--- src/rtl/mem_arbiter_pkg.sv ---
// Shared configuration for the memory arbiter: owner encoding, starvation
// default, write-enable encoding and the memory map constants.
package mem_arbiter_pkg;

  typedef enum logic [1:0] {
    OWN_NONE  = 2'd0,
    OWN_FETCH = 2'd1,
    OWN_DATA  = 2'd2
  } owner_e;

  localparam int STARVE_LIMIT_DEF = 4;

  // One-hot write size; all-zero is a read.
  localparam logic [2:0] WE_NONE = 3'b000;
  localparam logic [2:0] WE_WORD = 3'b001;
  localparam logic [2:0] WE_HALF = 3'b010;
  localparam logic [2:0] WE_BYTE = 3'b100;

  localparam logic [31:0] ROM_BASE = 32'h0000_0000;
  localparam logic [31:0] ROM_SIZE = 32'h0000_4000;
  localparam logic [31:0] RAM_BASE = 32'h1000_0000;
  localparam logic [31:0] RAM_SIZE = 32'h0000_1000;

  // Counter width able to hold 0..limit (at least one bit).
  function automatic int cnt_width(input int limit);
    return (limit < 1) ? 1 : $clog2(limit + 1);
  endfunction

endpackage

--- src/rtl/arb_starve_counter.sv ---
// Saturating count of consecutive contested cycles the data port has won.
module arb_starve_counter
  import mem_arbiter_pkg::*;
#(
  parameter int LIMIT = STARVE_LIMIT_DEF
) (
  input  logic clk,
  input  logic rst_n,
  input  logic inc,
  input  logic clr,
  output logic at_limit
);

  localparam int W = cnt_width(LIMIT);
  localparam logic [W-1:0] LIM_W = LIMIT[W-1:0];

  logic [W-1:0] cnt_q;
  logic [W-1:0] cnt_d;

  assign at_limit = (cnt_q == LIM_W);

  // Clear wins over increment; the count sticks once it reaches the limit.
  always_comb begin
    cnt_d = cnt_q;
    if (clr) begin
      cnt_d = '0;
    end else if (inc && !at_limit) begin
      cnt_d = cnt_q + 1'b1;
    end
  end

  always_ff @(posedge clk or negedge rst_n) begin
    if (!rst_n) begin
      cnt_q <= '0;
    end else begin
      cnt_q <= cnt_d;
    end
  end

endmodule

--- src/rtl/mem_arbiter.sv ---
// Two-port (fetch/data) arbiter in front of a single-port memory with a
// fixed one-cycle read latency; data wins contention until fetch starves.
module mem_arbiter
  import mem_arbiter_pkg::*;
#(
  parameter int STARVE_LIMIT = STARVE_LIMIT_DEF
) (
  input  logic        clk,
  input  logic        rst_n,

  input  logic        i_req,
  input  logic [31:0] i_addr,
  output logic        i_ready,
  output logic        i_rvalid,
  output logic [31:0] i_rdata,

  input  logic        d_req,
  input  logic [2:0]  d_we,
  input  logic [31:0] d_addr,
  input  logic [31:0] d_wdata,
  output logic        d_ready,
  output logic        d_rvalid,
  output logic [31:0] d_rdata,

  output logic        m_en,
  output logic [2:0]  m_we,
  output logic [31:0] m_addr,
  output logic [31:0] m_wdata,
  input  logic [31:0] m_rdata
);

  owner_e owner_q;
  owner_e owner_d;
  logic   contested;
  logic   fetch_win;
  logic   at_limit;

  assign contested = i_req & d_req;
  assign fetch_win = i_req & (~d_req | at_limit);

  // Grants are gated by rst_n so nothing reaches memory while in reset.
  assign i_ready = rst_n & fetch_win;
  assign d_ready = rst_n & d_req & ~fetch_win;

  always_comb begin
    m_en    = i_ready | d_ready;
    m_we    = WE_NONE;
    m_addr  = '0;
    m_wdata = '0;
    owner_d = OWN_NONE;
    if (d_ready) begin
      m_we    = d_we;
      m_addr  = d_addr;
      m_wdata = d_wdata;
      owner_d = OWN_DATA;
    end else if (i_ready) begin
      m_addr  = i_addr;
      owner_d = OWN_FETCH;
    end
  end

  arb_starve_counter #(
    .LIMIT (STARVE_LIMIT)
  ) u_starve (
    .clk      (clk),
    .rst_n    (rst_n),
    .inc      (d_ready & contested),
    .clr      (i_ready),
    .at_limit (at_limit)
  );

  always_ff @(posedge clk or negedge rst_n) begin
    if (!rst_n) begin
      owner_q <= OWN_NONE;
    end else begin
      owner_q <= owner_d;
    end
  end

  // Response routing: memory data belongs to whoever was granted last cycle.
  assign i_rvalid = (owner_q == OWN_FETCH);
  assign d_rvalid = (owner_q == OWN_DATA);
  assign i_rdata  = i_rvalid ? m_rdata : '0;
  assign d_rdata  = d_rvalid ? m_rdata : '0;

endmodule

--- config.mk ---
export PLATFORM = sky130hd
export DESIGN_NAME = mem_arbiter
export DESIGN_NICKNAME = d
export VERILOG_FILES = /design/src/rtl/mem_arbiter_pkg.sv /design/src/rtl/arb_starve_counter.sv /design/src/rtl/mem_arbiter.sv
export SDC_FILE = /design/constraint.sdc
export NUM_CORES = 1
export LEC_CHECK = 0
export CORE_AREA = 2 2 105 107
export DETAILED_ROUTE_END_ITERATION = 7
export DIE_AREA = 0 0 107 109
export GPL_ROUTABILITY_DRIVEN = 1
export PLACE_DENSITY_LB_ADDON = 0.25
export SYNTH_ARGS = -nofsm -noshare
export SYNTH_HDL_FRONTEND = slang
export SYNTH_HIERARCHICAL = 1
export SYNTH_SLANG_ARGS = --single-unit
--- constraint.sdc ---
create_clock -name clk -period 2 [get_ports clk]
set_input_delay 0.4 -clock clk [delete_from_list [all_inputs] [get_ports clk]]
set_output_delay 0.4 -clock clk [all_outputs]
set_load 0.01 [all_outputs]
Word level (Yosys, flattened, before mapping)
Index checks and enable logic that the tools add are counted.
Operators by class
  $add $sub $neg: 1
  eq/ne operators: 3
  reduce and logical (&&, ||, !) cells: 3
  multiplexer cells: 10
  bitwise operators: 10
Operator list (number)
  $mux W32: 5
  $mux W3: 3
  $and A1 B1 Y1: 6
  $add A3 B1 Y3 const B: 1
  $eq A3 B3 Y1 const B: 1
  $eq A2 B1 Y1 const B: 1
  $eq A2 B2 Y1 const B: 1
  $mux W2: 1
  $not A1 Y1: 2
  $or A1 B1 Y1: 2
  $reduce_bool A2 Y1: 1
  $logic_and A1 B1 Y1: 1
  $logic_not A1 Y1: 1
  $mux W1: 1
Word-level totals
  flip-flop bits (word level): 5
  input bits: 135
  output and inout bits: 136
  word-level logic and storage cells: 29

Longest topological paths before layout
  word-level depth: 9
  depth in mapped cells: 9
  depth with buffers taken out: 7

Modules after synthesis
The synthesis kept the hierarchy.
By module, submodules not included
  mem_arbiter: instances 1, sequential area each 50.0 µm², cells an instance 239, area each 1700.4 µm²
  arb_starve_counter: instances 1, sequential area each 75.1 µm², cells an instance 18, area each 192.7 µm²

Worst setup path after synthesis
No wires, ideal clock.
  path type: register to register
  start: reg u_starve.cnt_q[0]
  end: reg u_starve.cnt_q[0]
  data required time: 1875 ps
  arrival: 1932 ps
  slack: -57 ps
  period minus slack after synthesis: 2057 ps
  buffers on the path: 2
  cell stages (with the launch flop): 10
  setup time: 125 ps
  path through: dfrtp_1 inv_1 ha_1 and2_1 nor2b_1 buf_6 buf_6 and3_1 a21boi_2 mux2_4
Between the ends
  longest elaborated chain between the ends: 8
  elaborated cells on any way between the ends: 13
  classes of those cells: 1 x add/sub; 1 x eq/ne; 2 x mux; 6 x bitwise; 3 x reduce/logical
RTL lines
  start, declared: line arb_starve_counter.sv:17  | logic [W-1:0] cnt_q;
  start signal, assigned: line arb_starve_counter.sv:36  | cnt_q <= cnt_d;
  $eq A3 B3 Y1 *: line arb_starve_counter.sv:20  | assign at_limit = (cnt_q == LIM_W);
  named net at_limit: line mem_arbiter.sv:36  | logic at_limit;
  $or A1 B1 Y1: line mem_arbiter.sv:39  | assign fetch_win = i_req & (~d_req | at_limit);
  $and A1 B1 Y1: line mem_arbiter.sv:39
  $not A1 Y1: line mem_arbiter.sv:43  | assign d_ready = rst_n & d_req & ~fetch_win;
  $and A1 B1 Y1: line mem_arbiter.sv:43
  $and A1 B1 Y1: line mem_arbiter.sv:67  | .inc (d_ready & contested),
  $logic_and A1 B1 Y1: line arb_starve_counter.sv:27  | end else if (inc && !at_limit) begin
  $reduce_bool A2 Y1 (no line)
The timed path passes the listed nets; every way through them passes the cells marked *. The select of a mux whose other input is x is not followed.
A chain may end at the register's enable or synchronous reset.

Worst setup path after layout
  start: reg u_starve.cnt_q[0]
  end: out m_wdata[12]
Between the ends
  longest elaborated chain between the ends: 6
RTL lines
  $eq A3 B3 Y1: line arb_starve_counter.sv:20
  named net at_limit: line mem_arbiter.sv:36
  $or A1 B1 Y1: line mem_arbiter.sv:39
  $and A1 B1 Y1: line mem_arbiter.sv:39
  $not A1 Y1: line mem_arbiter.sv:43
  $and A1 B1 Y1: line mem_arbiter.sv:43
  $mux W32: line mem_arbiter.sv:51  | if (d_ready) begin
  end, declared: line mem_arbiter.sv:28  | output logic [31:0] m_wdata,
The timed path passes the listed nets, and every way through them passes these cells.

==> flow_summary_export.csv <==
group,metric,value,unit
run_status,outcome,"complete, but fails checks",
run_status,violations,"negative setup slack",
global_routing,grt_overflow,0,
detailed_routing,drt_iter0_drc,83,
critical_path,critPathKind,"reg -> out",
detailed_routing,num_vias,3040,
place,gp_congestion,0.767,
critical_path,slowest_stage,"dfrtp_1",
clock_network,cts_hold_buffers,0,
critical_path,crit_buf_inv,5,
floorplanning,die_area,11700,um^2
sta,clock.fmax,456,MHz
global_routing,grt_pass1_wl,14600,um
power,p_per_area,316,nW/um^2
finish,final_cells,694,
sta,finalSetupViolCount,68,
detailed_routing,routed_wirelength,10400,um
detailed_routing,viasPerCell,4.38,
synthesis,ys.flop_type,"dfrtp_1",
sta,post-route-period-util,1.10,
finish,drive_gt1_frac,0.366,
floorplanning,ios,271,
global_routing,grtUsageTotal,0.154,
finish,diodes,0,
synthesis,synth_commonest_cells,"and2_1, nand2_1, and3_1, o32ai_2",
detailed_routing,wire_per_inst,15.0,um
finish,fillCellCount,1033,
synthesis,ys_ff_latch,5,
clock_network,cts-root-buf,"clkbuf_8",
global_routing,grt_max_degree,37,
floorplanning,die_h,109,um
synthesis,yosysWarningCount,6,
run,maxCapViolCount,0,
hold_path,hold_path_class,"in -> async",
clock_network,htreeDepth,1,
sta,drv_slew,0,
synthesis,synth_nets,394,
clock_network,clockBufferDepth,2,
clock_network,clock_latency,220,ps
synthesis,synth_most_common_cell,"and2_1",
finish,nets,692,
finish,fin_area,5410,um^2
power,vdd_ir_drop_max,0.236,mV
critical_path,cp-end-kind,"output pin",
finish,finish.utilization,0.511,
finish,syn_to_final_growth,186,%
floorplanning,rows,38,
critical_path,critPathTopFamily,"buffers and inverters",
place,placed_cell_area,4930,um^2
detailed_routing,drc,0,
critical_path,cpMostUsedCell,"buf_12",
sta,rsz0062_at_grt,"true",
synthesis,yosysTopAreaCellShare,0.258,
critical_path,cp.required,1600,ps
synthesis,syn_area_per_cell,7.37,um^2
critical_path,cp.arrival,1790,ps
critical_path,path_cells,"inv_1 > ha_2 > and2_4 > a21boi_4 > buf_12 > buf_12 > buf_16 > and3_4 > buf_6",
sta,worst_clock_skew,2.50,ps
clock_network,cts_made_buffers,3,
power,p_leak,2.62,nW
synthesis,synthCells,257,
finish,multiInputGateArea,1840,um^2
floorplanning,initial_core_util,0.179,
sta,fin_ws,-193,ps
critical_path,cp_slowest_stage_delay,330,ps
floorplanning,die_w,107,um
synthesis,synth-edff-count,0,
sta,hold_viol,0,
place,place_ws,-567,ps
clock_network,cts.clk_slew.worst_paths,30,ps
clock_network,cts_tree,"done",
finish,regArea,125,um^2
synthesis,synth_cell_types,26,
sta,min_period,2190,ps
sta,slew_headroom,0.862,
place,dp.cells,663,
critical_path,path_max_fanout,9,
synthesis,synthTopCellsByArea,"o32ai_2, and2_1, nand2_1",
global_routing,antenna_found_initial,1,
synthesis,async_reset_ff_frac,1.00,
global_routing,grt_pass1_vias,2952,
floorplanning,core_area,10600,um^2
detailed_routing,drt.antenna.violating_nets,0,
synthesis,synth-seq-area-share,0.0661,
synthesis,synth_area,1890,um^2
place,hpwl,7400,um
sta,tightest_slew,207,ps
detailed_routing,first_pass_iters,4,
synthesis,synth_top_area_cell,"o32ai_2",
critical_path,cp-start-kind,"register",
place,port_buffers,270,
clock_network,clkSinkCount,5,
## layout by cell type, fill, tap and decap left out, drive strengths merged
| master | count |
|---|---|
| and4b | 1 |
| ha | 2 |
| o21a | 1 |
| dlymetal6s2s | 2 |
| nand2 | 65 |
| mux2i | 1 |
| a21oi | 1 |
| a21boi | 2 |
| mux2 | 1 |
| nor3 | 1 |
| nor2 | 3 |
| a21bo | 1 |
| dfrtp | 5 |
| nand2b | 2 |
| dlygate4sd2 | 55 |
| clkbuf | 20 |
| inv | 3 |
| o32ai | 32 |
| nor2b | 4 |
| and2 | 66 |
| buf | 116 |
| clkdlybuf4s15 | 1 |
| and3 | 36 |
| clkdlybuf4s50 | 131 |
| bufbuf | 2 |
## flip-flops by register name, indices dropped and copies added, names as in the netlist
name / cells
owner_q: 2
u_starve/cnt_q: 3
## what timing repair did
action                                  in CTS  in global routing
endpoints found under the hold margin        0                  0
endpoints found under the setup margin     134                 89
pin swaps                                    5                 40
buffers inserted                             8                  8
gates cloned                                 7                  6
resized for setup                          371                 78
## layout make-up
cell class,instances,area share
timing repair buffer,323,0.594
sequential,5,0.0231
tap,140,0.0324
inverter,3,0.00208
clock buffer,4,0.00832
multi-input combinational,219,0.340
## tightest hold or removal path, delay by kind of cell
family,cells,cell delay [ps]
buffers and inverters,3,510
## through the flow
step	total power [W]	TNS, ps	hold WS [ps]
finish	0.00171	-10580	368
global route	0.00183	-15680	397
CTS	0.00155	-7750	381
detailed placement	0.00129	-35680	625
global placement	0.00128	-34610	611
floorplan	0.000629	0	104
## power by group
part,leakage [nW],internal [W],switching [W]
Sequential,0.0660,0.000125,0.0000123
Clock,0.0228,0.000136,0.0000440
Combinational,2.53,0.000859,0.000535
## kinds of logic after synthesis
logic type,after synthesis,synth area share
AND/OR/NAND/NOR,178,0.500
AO/OA/AOI/OAI,37,0.295
buffers and inverters,33,0.113
flip-flops,5,0.0661
multiplexers,2,0.0132
adder cells (fa/ha/maj),2,0.0132
## path summary, 6_finish.rpt
check / from / to / slack (ps) / cells past startpoint
min in group clk: u_starve/cnt_q[2] / u_starve/cnt_q[2] / 730 / 3
max in group asynchronous: rst_n / owner_q[1] / 1510 / 3
worst min-delay path: rst_n / u_starve/cnt_q[2] / 370 / 3
worst max register to register: u_starve/cnt_q[0] / u_starve/cnt_q[0] / 90 / 8
worst max-delay path: u_starve/cnt_q[0] / m_wdata[12] / -190 / 9
worst min register to register: u_starve/cnt_q[2] / u_starve/cnt_q[2] / 730 / 3
## routing by layer
layer	vias up	share of wire	wire, um	GRT usage
met3	6	0.099	1030	0.0496
li1	1491	-	-	-
met1	1391	0.35	3610	0.148
met4	2	0.0053	55	0.0186
met5	-	0.0011	11	0
met2	150	0.55	5730	0.324
No activity file was read; power rests on OpenSTA's default activity.
